**src/rtl/ps2_dual_debouncer_if.sv**
```systemverilog
// Pin bundle between the raw PS/2 lines and the debouncer.
// master drives the raw keyboard lines; slave is the debouncer side.
interface ps2_dual_debouncer_if;
    logic In0;
    logic In1;
    logic Out0;
    logic Out1;

    modport master (output In0, output In1, input Out0, input Out1);
    modport slave  (input In0, input In1, output Out0, output Out1);
endinterface

```
**src/rtl/ps2_dual_debouncer.sv**
```systemverilog
// Two independent channels of 2-flop synchronizer plus stability-count
// debouncer for the PS/2 keyboard clock (In0) and data (In1) lines.
module ps2_dual_debouncer #(
    parameter int   STABLE_CYCLES = 19,
    parameter int   CNT_W         = 5,
    parameter logic RESET_LEVEL   = 1'b1
) (
    input  logic                  clk,
    input  logic                  rst,
    ps2_dual_debouncer_if.slave   bus
);

    localparam logic [CNT_W-1:0] LAST = CNT_W'(STABLE_CYCLES - 1);

    logic [1:0]       w_in;
    logic [1:0]       r_s1;
    logic [1:0]       r_s2;
    logic [1:0]       r_out;
    logic [CNT_W-1:0] r_cnt [2];

    assign w_in = {bus.In1, bus.In0};

    // A channel's count only advances while s2 disagrees with out; any
    // single agreeing cycle clears it, so short glitches never qualify.
    always_ff @(posedge clk or posedge rst) begin
        if (rst) begin
            r_s1  <= {2{RESET_LEVEL}};
            r_s2  <= {2{RESET_LEVEL}};
            r_out <= {2{RESET_LEVEL}};
            for (int ch = 0; ch < 2; ch++) begin
                r_cnt[ch] <= '0;
            end
        end else begin
            r_s1 <= w_in;
            r_s2 <= r_s1;
            for (int ch = 0; ch < 2; ch++) begin
                if (r_s2[ch] == r_out[ch]) begin
                    r_cnt[ch] <= '0;
                end else if (r_cnt[ch] == LAST) begin
                    r_out[ch] <= r_s2[ch];
                    r_cnt[ch] <= '0;
                end else begin
                    r_cnt[ch] <= r_cnt[ch] + 1'b1;
                end
            end
        end
    end

    assign bus.Out0 = r_out[0];
    assign bus.Out1 = r_out[1];

endmodule

```
**src/flat_wrapper.sv**
```systemverilog
// flat-port wrapper written by rule: the top's interface ports become plain ports
module ps2_dual_debouncer_flat 
#(
    parameter int   STABLE_CYCLES = 19,
    parameter int   CNT_W         = 5,
    parameter logic RESET_LEVEL   = 1'b1
)
  (clk, rst, bus_In0, bus_In1, bus_Out0, bus_Out1);
  ps2_dual_debouncer_if bus_i ();
  input  logic clk;
  input  logic rst;
  input wire logic [$bits(bus_i.In0)-1:0] bus_In0;
  input wire logic [$bits(bus_i.In1)-1:0] bus_In1;
  output wire logic [$bits(bus_i.Out0)-1:0] bus_Out0;
  output wire logic [$bits(bus_i.Out1)-1:0] bus_Out1;
  assign bus_i.In0 = bus_In0;
  assign bus_i.In1 = bus_In1;
  assign bus_Out0 = bus_i.Out0;
  assign bus_Out1 = bus_i.Out1;
  ps2_dual_debouncer #(.STABLE_CYCLES(STABLE_CYCLES), .CNT_W(CNT_W), .RESET_LEVEL(RESET_LEVEL)) u_core (.clk(clk), .rst(rst), .bus(bus_i));
endmodule
```
**config.mk**
```make
export PLATFORM = sky130hd
export DESIGN_NAME = ps2_dual_debouncer_flat
export DESIGN_NICKNAME = d
export VERILOG_FILES = /design/src/rtl/ps2_dual_debouncer_if.sv /design/src/rtl/ps2_dual_debouncer.sv /design/src/flat_wrapper.sv
export SDC_FILE = /design/constraint.sdc
export NUM_CORES = 1
export LEC_CHECK = 0
export CAP_MARGIN = 5
export CORE_ASPECT_RATIO = 1.2
export CORE_MARGIN = 10
export CORE_UTILIZATION = 25
export DETAILED_ROUTE_END_ITERATION = 8
export HOLD_SLACK_MARGIN = 0.03
export PLACE_DENSITY = 0.43
export SETUP_SLACK_MARGIN = 0.1
export SLEW_MARGIN = 10
export SYNTH_ARGS = -nofsm -noshare
export SYNTH_HDL_FRONTEND = slang
export SYNTH_SLANG_ARGS = --single-unit
```
**constraint.sdc**
```tcl
create_clock -name clk -period 1.6 [get_ports clk]
set_input_delay 0.32 -clock clk [delete_from_list [all_inputs] [get_ports clk]]
set_output_delay 0.32 -clock clk [all_outputs]
set_load 0.02 [all_outputs]
```
==> run summary, run 1 <==
The starting density of the core came out at 26.5%. The post-synth design cell area came out at 676 sq um. The critical path goes through clkdlybuf4s15_1. The fraction of layout instances using a drive strength above 1 came out at 25.8%. The critical path is of the flop to output pin type.

The worst hold margin is 330 ps. In the routed layout, each cell is associated on average with a via count of 3.88. The die area came out at 0.00519 sq mm. The number of warnings issued by yosys came out at 0.

The upper clock frequency limit is 687 MHz. For this design the static power due to leakage is 0.000367 uW. The number of buffer and inverter stages on the critical path came out at 1. In this run the core area contains 20 standard-cell rows.

The startpoint of the worst setup timing path is u_core.r_out[1]. Clock tree synthesis selected as its root buffer the cell clkbuf_4. The remaining routing DRC violations came out at 0. The total global-route track usage is 4.54%.

The number of nets handed over by synthesis was 60. Once placement completed, the tool counted placed cells totaling 91. On the final layout, the worst clock skew is 1.47 ps. The via total after detailed routing came out at 369.

Setup repair after global routing left no endpoint under its margin. The area overhead of the layout relative to synthesis is 19.3%. The total net switching power is 158 uW.

The number of standard cells in the final layout excluding fillers is 95. Of all nets on the critical path, the largest fanout is 3. The vertical die dimension is 76.9 um.

The endpoint identified for the worst register-to-register timing path is u_core.r_cnt[2]. TritonCTS built the clock tree. STA puts the critical path data required time at 1280 ps.

The measured slew at the worst slew-check pin is 416 ps. The sum of routed wire length over all layers came out at 925 um. The final critical delay including setup and external delays came out at 1460 ps. In this run, the number of DRC markers left after iteration 0 of detailed routing was 6.

The maximum number of buffers from clock root to sink is 2. In this run the horizontal extent of the chip is 67.5 um. Combinational logic is responsible for 6.6% of the overall power.

The initial antenna violation count came out at 0. The total number of nets in the final design came out at 71. The number of levels the H-tree was split into came out at 1.

The startpoint identified for the worst register-to-register timing path is u_core.r_cnt[0]. The path class of the tightest hold or removal check is input pin to async pin. The number of failing hold endpoints at the final stage came out at 0. Leaving out fill and tap cells, the most frequent cells in the layout are 10 x nor2_1, 10 x dfrtp_1, 6 x xor2_1, 6 x dfstp_2. Clock latency on the worst-skew pair, taken at its later pin, is 270 ps. The worst setup path is captured at an output pin.

Post-CTS timing repair inserted 0 buffers for setup. The antenna cell count is 0. The run finished with clean final reports. The worst setup slack before clock tree synthesis came out at 140 ps. The number of max-slew violations in the final report came out at 0. The synthesized area per cell is 13.0 sq um. The detail-routed net length per standard cell is 9.74 um. The number of global-route vias before repair came out at 401. The clock sink total came out at 16. In this run the count of I/O pins placed on the die edge is 6. The cell with the largest stage delay on the worst path is dfstp_2. Setup violations remaining at the end of the flow were counted as 0. The sort of element at the start of the critical path is a flop.

Measured against its own limit, the worst slew margin works out to 72.1%. The internal reg-to-reg setup slack came out at 300 ps. The cell depth of the worst setup path is 1.

The switching share of power came out at 21.2%. The number of distinct standard cells referenced by the synthesized netlist is 14. The destination of the critical timing path is bus_Out1. The clock power share came out at 34.4%. The signal arrival time at the worst endpoint is 1140 ps. Among cell families on the critical path, the largest total delay comes from flip-flops.

At the end of routability-driven placement, the weighted congestion stood at 0.721. The total grt overflow is 0. The total clock buffers created by CTS is 3. The pin count of the biggest net entering global routing is 17. The cell-internal power came out at 588 uW. The share of the clock period used by the worst path came out at 91.0%.

The worst setup margin is 143 ps. Sequential cells were found to cover 60.4% of the synthesized design area. Across the VDD grid, the largest voltage drop is 0.000434 V. For this run, the detailed router's first-pass iteration total came to 2. The total negative slack for setup checks is 0 ps.

After synthesis the netlist holds a flip-flop and latch count of 16. The number of max-capacitance violations reported came out at 0. After clock tree synthesis, the clock-pin slew on the worst setup and hold paths is 90 ps. The core area came out at 0.00255 sq mm.

The worst stage delay on the critical path came out at 560 ps. The design draws 746 uW. The worst register-to-register path has a depth of 5. The ratio of total power to cell area came out at 926 mW/mm^2. The count of port buffers added during placement came out at 5. The power share of the sequential group came out at 59.0%.

Synthesis produced a netlist whose cell count is 52. The post-detailed-route count of antenna-violating nets is 0. The first global-routing pass estimated 1.79 mm of wire. The count of hold-fix buffers inserted at cts came out at 0.
-- per-stage QoR --
stage               area [sq um]  utilization (%)
global placement             774             30.3
global route                 806             31.6
floorplan                    676                -
finish                       806             31.6
detailed placement           774             30.3
CTS                          811             31.8
-- cell families (layout without fill, tap and decap cells) --
logic type | count (synthesis) | count (layout) | share of synthesized area (%)
XOR/XNOR | 8 | 8 | 10.4
buffers and inverters | 3 | 13 | 1.67
adder cells (fa/ha/maj) | 4 | 4 | 7.41
flip-flops | 16 | 16 | 60.4
AND/OR/NAND/NOR | 18 | 18 | 14.4
AO/OA/AOI/OAI | 1 | 1 | 1.85
multiplexers | 2 | 2 | 3.89
-- cells in the mapped netlist --
| library cell | count | area [sq um] |
|---|---|---|
| nor3_1 | 1 | 5.00 |
| nand3_1 | 4 | 20.0 |
| xnor2_1 | 2 | 17.5 |
| xor2_1 | 6 | 52.6 |
| ha_1 | 4 | 50.1 |
| dfstp_2 | 6 | 158 |
| mux2_4 | 1 | 15.0 |
| o31ai_2 | 1 | 12.5 |
| nand2_1 | 2 | 7.51 |
| nor2_1 | 10 | 37.5 |
| nand4bb_4 | 1 | 27.5 |
| dfrtp_1 | 10 | 250 |
| mux2_2 | 1 | 11.3 |
| inv_1 | 3 | 11.3 |
-- sequential cells by signal (all words and copies together), names as in the netlist --
| register | cells |
|---|---|
| u_core.r_cnt | 10 |
| u_core.r_out | 2 |
| u_core.r_s1 | 2 |
| u_core.r_s2 | 2 |
-- routing by layer --
| metal | GRT usage (%) | share of wire [%] | wire, um | up-vias |
|---|---|---|---|---|
| met2 | 5.89 | 41 | 381 | 6 |
| met3 | 2.47 | 6.7 | 62 | 2 |
| met5 | 0 | 0 | 0 | - |
| met4 | 3.70 | 1.7 | 16 | 0 |
| met1 | 5.21 | 50 | 465 | 172 |
| li1 | - | - | - | 189 |
-- how the worst min path moves through the flow --
stage,to,slack [ps],cells after the start
finish,u_core.r_cnt[1],330,3
global route,u_core.r_cnt[6],370,3
CTS,u_core.r_cnt[7],330,3
detailed placement,u_core.r_s2[0],350,0
global placement,u_core.r_s2[1],350,0
floorplan,u_core.r_cnt[0],230,1
-- repair_timing --
action	4_1_cts	5_1_grt
gates resized for setup	4	1
endpoints found under the hold margin	0	0
setup endpoints to repair	2	1
-- power by group through the flow --
stage | clock network, uW | logic [uW] | registers (uW)
2_1_floorplan | 0 | 33.8 | 445
3_3_place_gp | 0 | 50.5 | 448
3_5_place_dp | 0 | 50.5 | 448
5_1_grt | 293 | 57.4 | 444
6_report | 257 | 49.0 | 441
4_1_cts | 272 | 50.9 | 441
-- cell type report --
type	count	area, sq um
Tap cell	33	41.3
Multi-Input combinational cell	33	256
Clock buffer	4	36.3
Fill cell	277	1750
Sequential cell	16	408
Timing Repair Buffer	6	52.6
Inverter	3	11.3
Power figures use the tool's default switching activity.
==> inputs of run 2 (changes only) <==
- clock period: 1.6 -> 1.5 ns (I/O delays scaled with it)
==> run 2 against run 1 <==
Compared with the run above: global-route usage down 0.057 points; non-clock buffer count unchanged; clock-buffer cell count shrank 1; sequential cell count unchanged; first-iteration DRC count is 130% higher; via count fell by 0.54%; critical path type is now flop to flop.
==> run summary, run 2 (synthesized netlist as in run 1, its figures left out) <==
Commonest cells after routing, fill and taps aside: 10 x nor2_1, 10 x dfrtp_1, 6 x xor2_1, 6 x dfstp_2 (unchanged). The upper clock frequency limit came out at 762 MHz. The total negative slack for setup checks came out at 0 ps (unchanged). The row count came out at 20 (unchanged). The mean number of vias per cell came out at 3.90 (was 3.88).

The cell count after placement is 91 (unchanged). The area overhead of the layout relative to synthesis is 17.8% (was 19.3%). The number of max-capacitance violations reported came to 0 (unchanged). The ratio of total power to cell area is 928 mW/mm^2 (was 926 mW/mm^2). The share of the clock period used by the worst path is 87.5%.

The number of max-slew violations in the final report is 0 (unchanged). The total routed wire length on the met1 layer came to 461 um (was 465 um). The number of standard cells in the final layout excluding fillers is 94 (was 95). The number of levels the H-tree was split into is 1 (unchanged). The met3 wirelength from detailed routing came out at 87 um (was 62 um).

The number of failing hold endpoints at the final stage came out at 0 (unchanged). Setup repair after global routing missed its margin: no (unchanged). The number of detailed-routing iterations run before antenna repair is 2 (unchanged). The category of the critical setup timing path was flop to flop (was flop to output pin). The root buffer cell is clkbuf_4 (unchanged). The cell with the largest stage delay on the worst path is dfrtp_1 (was dfstp_2). The vertical die dimension came out at 76.9 um (unchanged). The maximum net fanout on the critical path was 4 (was 3). The core area is 0.00255 sq mm (unchanged). The via total after detailed routing is 367 (was 369). The signal arrival time at the worst endpoint came out at 1530 ps (was 1140 ps). The top register by number of flip-flops was u_core.r_cnt (unchanged). The total number of nets in the final design came out at 71 (unchanged).

The worst hold margin came out at 313 ps (was 330 ps). The placed wire-length estimate is 728 um. The path type of the worst min-delay path is input pin to async pin (unchanged). Subtracting the final worst setup slack from the clock period gives 1310 ps.

The initial antenna violation count is 0 (unchanged). The detail-routed net length per standard cell is 10.6 um (was 9.74 um). The post-detailed-route count of antenna-violating nets was 0 (unchanged). The final RePlAce weighted congestion is 0.715 (was 0.721). The floorplan die width is 67.5 um (unchanged). The die area is 0.00519 sq mm (unchanged). The post-route core utilization is 31.2% (was 31.6%). The remaining routing DRC violations came out at 0 (unchanged). The total clock buffers created by CTS is 3 (unchanged).

The measured slew at the worst slew-check pin came to 309 ps (was 416 ps). The final-report setup violation count came out at 0 (unchanged). The total global-route track usage is 4.48% (was 4.54%). The maximum number of buffers from clock root to sink came out at 2 (unchanged). The top-level port count came out at 6 (unchanged). The normalized max-slew margin is 79.4% (was 72.1%). The top layer used by detailed routing is met4 (unchanged).

The final worst clock skew is 0.570 ps (was 1.47 ps). Sequence of cells on the critical path: inv_1 -> ha_1 -> nand2_1 -> nor3_1 -> mux2_2 (was clkdlybuf4s15_1). The maximum ir drop on the vdd rail is 0.000273 V (was 0.000434 V).

The element type at the critical path end is a flop (was output pin). The area used by sequential logic in the layout was 408 sq um (unchanged). The fraction of layout instances using a drive strength above 1 came out at 26.2% (was 25.8%).

The register clock-pin slew on the reported worst setup and hold paths came to 90 ps (about the same). The pin count of the biggest net entering global routing is 17 (unchanged). The sum of routed wire length over all layers came to 995 um (was 925 um). The area taken by multi-input logic gates came to 265 sq um (was 256 sq um). The worst stage delay on the critical path is 420 ps (was 560 ps). The starting density of the core came to 26.5% (unchanged). The static leakage power came to 0.000363 uW (was 0.000367 uW).

The met2 wire length came out at 435 um (was 381 um). The number of flip-flops under the largest register name came out at 10 (unchanged). The clock sink total is 16 (unchanged). The count of port buffers added during placement is 5 (unchanged). The required time of the critical path came out at 1710 ps (was 1280 ps). The worst reg-to-reg path cell count came out at 5 (unchanged). The CTS tree was done (unchanged). The source-to-sink clock delay at the later pin of the worst-skew pair is 280 ps (was 270 ps). The layout filler cell count came out at 289 (was 277).

The antenna cell count came to 0 (unchanged). The number of DRC markers in iteration 0 came out at 14 (was 6). The number of global-route vias before repair came to 383 (was 401). The first-pass GRT wire length came out at 1.74 mm (was 1.79 mm). Run status: complete, no violations (unchanged). The sort of element at the start of the critical path is a flop (unchanged). The total grt overflow is 0 (unchanged).
run 2: cell count changes in the layout (fill, tap and decap cells not counted):
cell | before | now
o31ai_4 | 0 | 1
clkbuf_8 | 1 | 0
clkbuf_2 | 1 | 0
buf_2 | 0 | 2
o31ai_2 | 1 | 0
clkdlybuf4s15_1 | 1 | 0
run 2: worst max-delay path: cells and delay by family, from the launching register on:
family | cells | cell delay (ps)
flops | 1 | 420
simple gates | 2 | 270
fa+ha+maj | 1 | 140
mux | 1 | 350
buf+inv | 1 | 70
run 2: what timing repair did:
item / CTS / global route
endpoints found under the hold margin: 0 / 0
setup buffers: 0 / 0
endpoints found under the setup margin: 2 / 4
hold buffers: 0 / 0
resized for setup: 8 / 1
run 2: area by class of cell:
type	count	share of cell area, %
inverter	3	1.42
clock buffer	3	2.83
sequential	16	51.3
tap	33	5.19
timing repair buffer	6	5.97
multi-input combinational	33	33.3
run 2: worst paths after layout:
| path | from | end | slack [ps] |
|---|---|---|---|
| setup reg to reg | u_core.r_cnt[0] | u_core.r_out[1] | 190 |
| max in group asynchronous | rst | u_core.r_out[0] | 940 |
| min in group clk | u_core.r_s1[0] | u_core.r_s2[0] | 360 |
| setup / recovery | u_core.r_cnt[0] | u_core.r_out[1] | 190 |
| hold / removal | rst | u_core.r_cnt[2] | 310 |
| hold reg to reg | u_core.r_s1[0] | u_core.r_s2[0] | 360 |
run 2: per-layer routing:
metal,vias up,global-route usage (%)
met3,2,2.47
li1,189,-
met2,6,5.70
met5,-,0
met4,0,3.70
met1,170,5.21
run 2: stage by stage:
step / worst slack (ps) / total power (uW) / area [sq um]
CTS: 183 / 756 / 787
global route: 110 / 790 / 796
finish: 187 / 739 / 796
global placement: 72.5 / 531 / 774
detailed placement: 62.8 / 532 / 774
floorplan: 302 / 511 / 676
run 2: report_power, final:
part / switching (uW) / total, uW / internal [uW]
clock network: 121 / 214 / 93.0
registers: 16.3 / 471 / 454
logic: 27.4 / 53.9 / 26.5
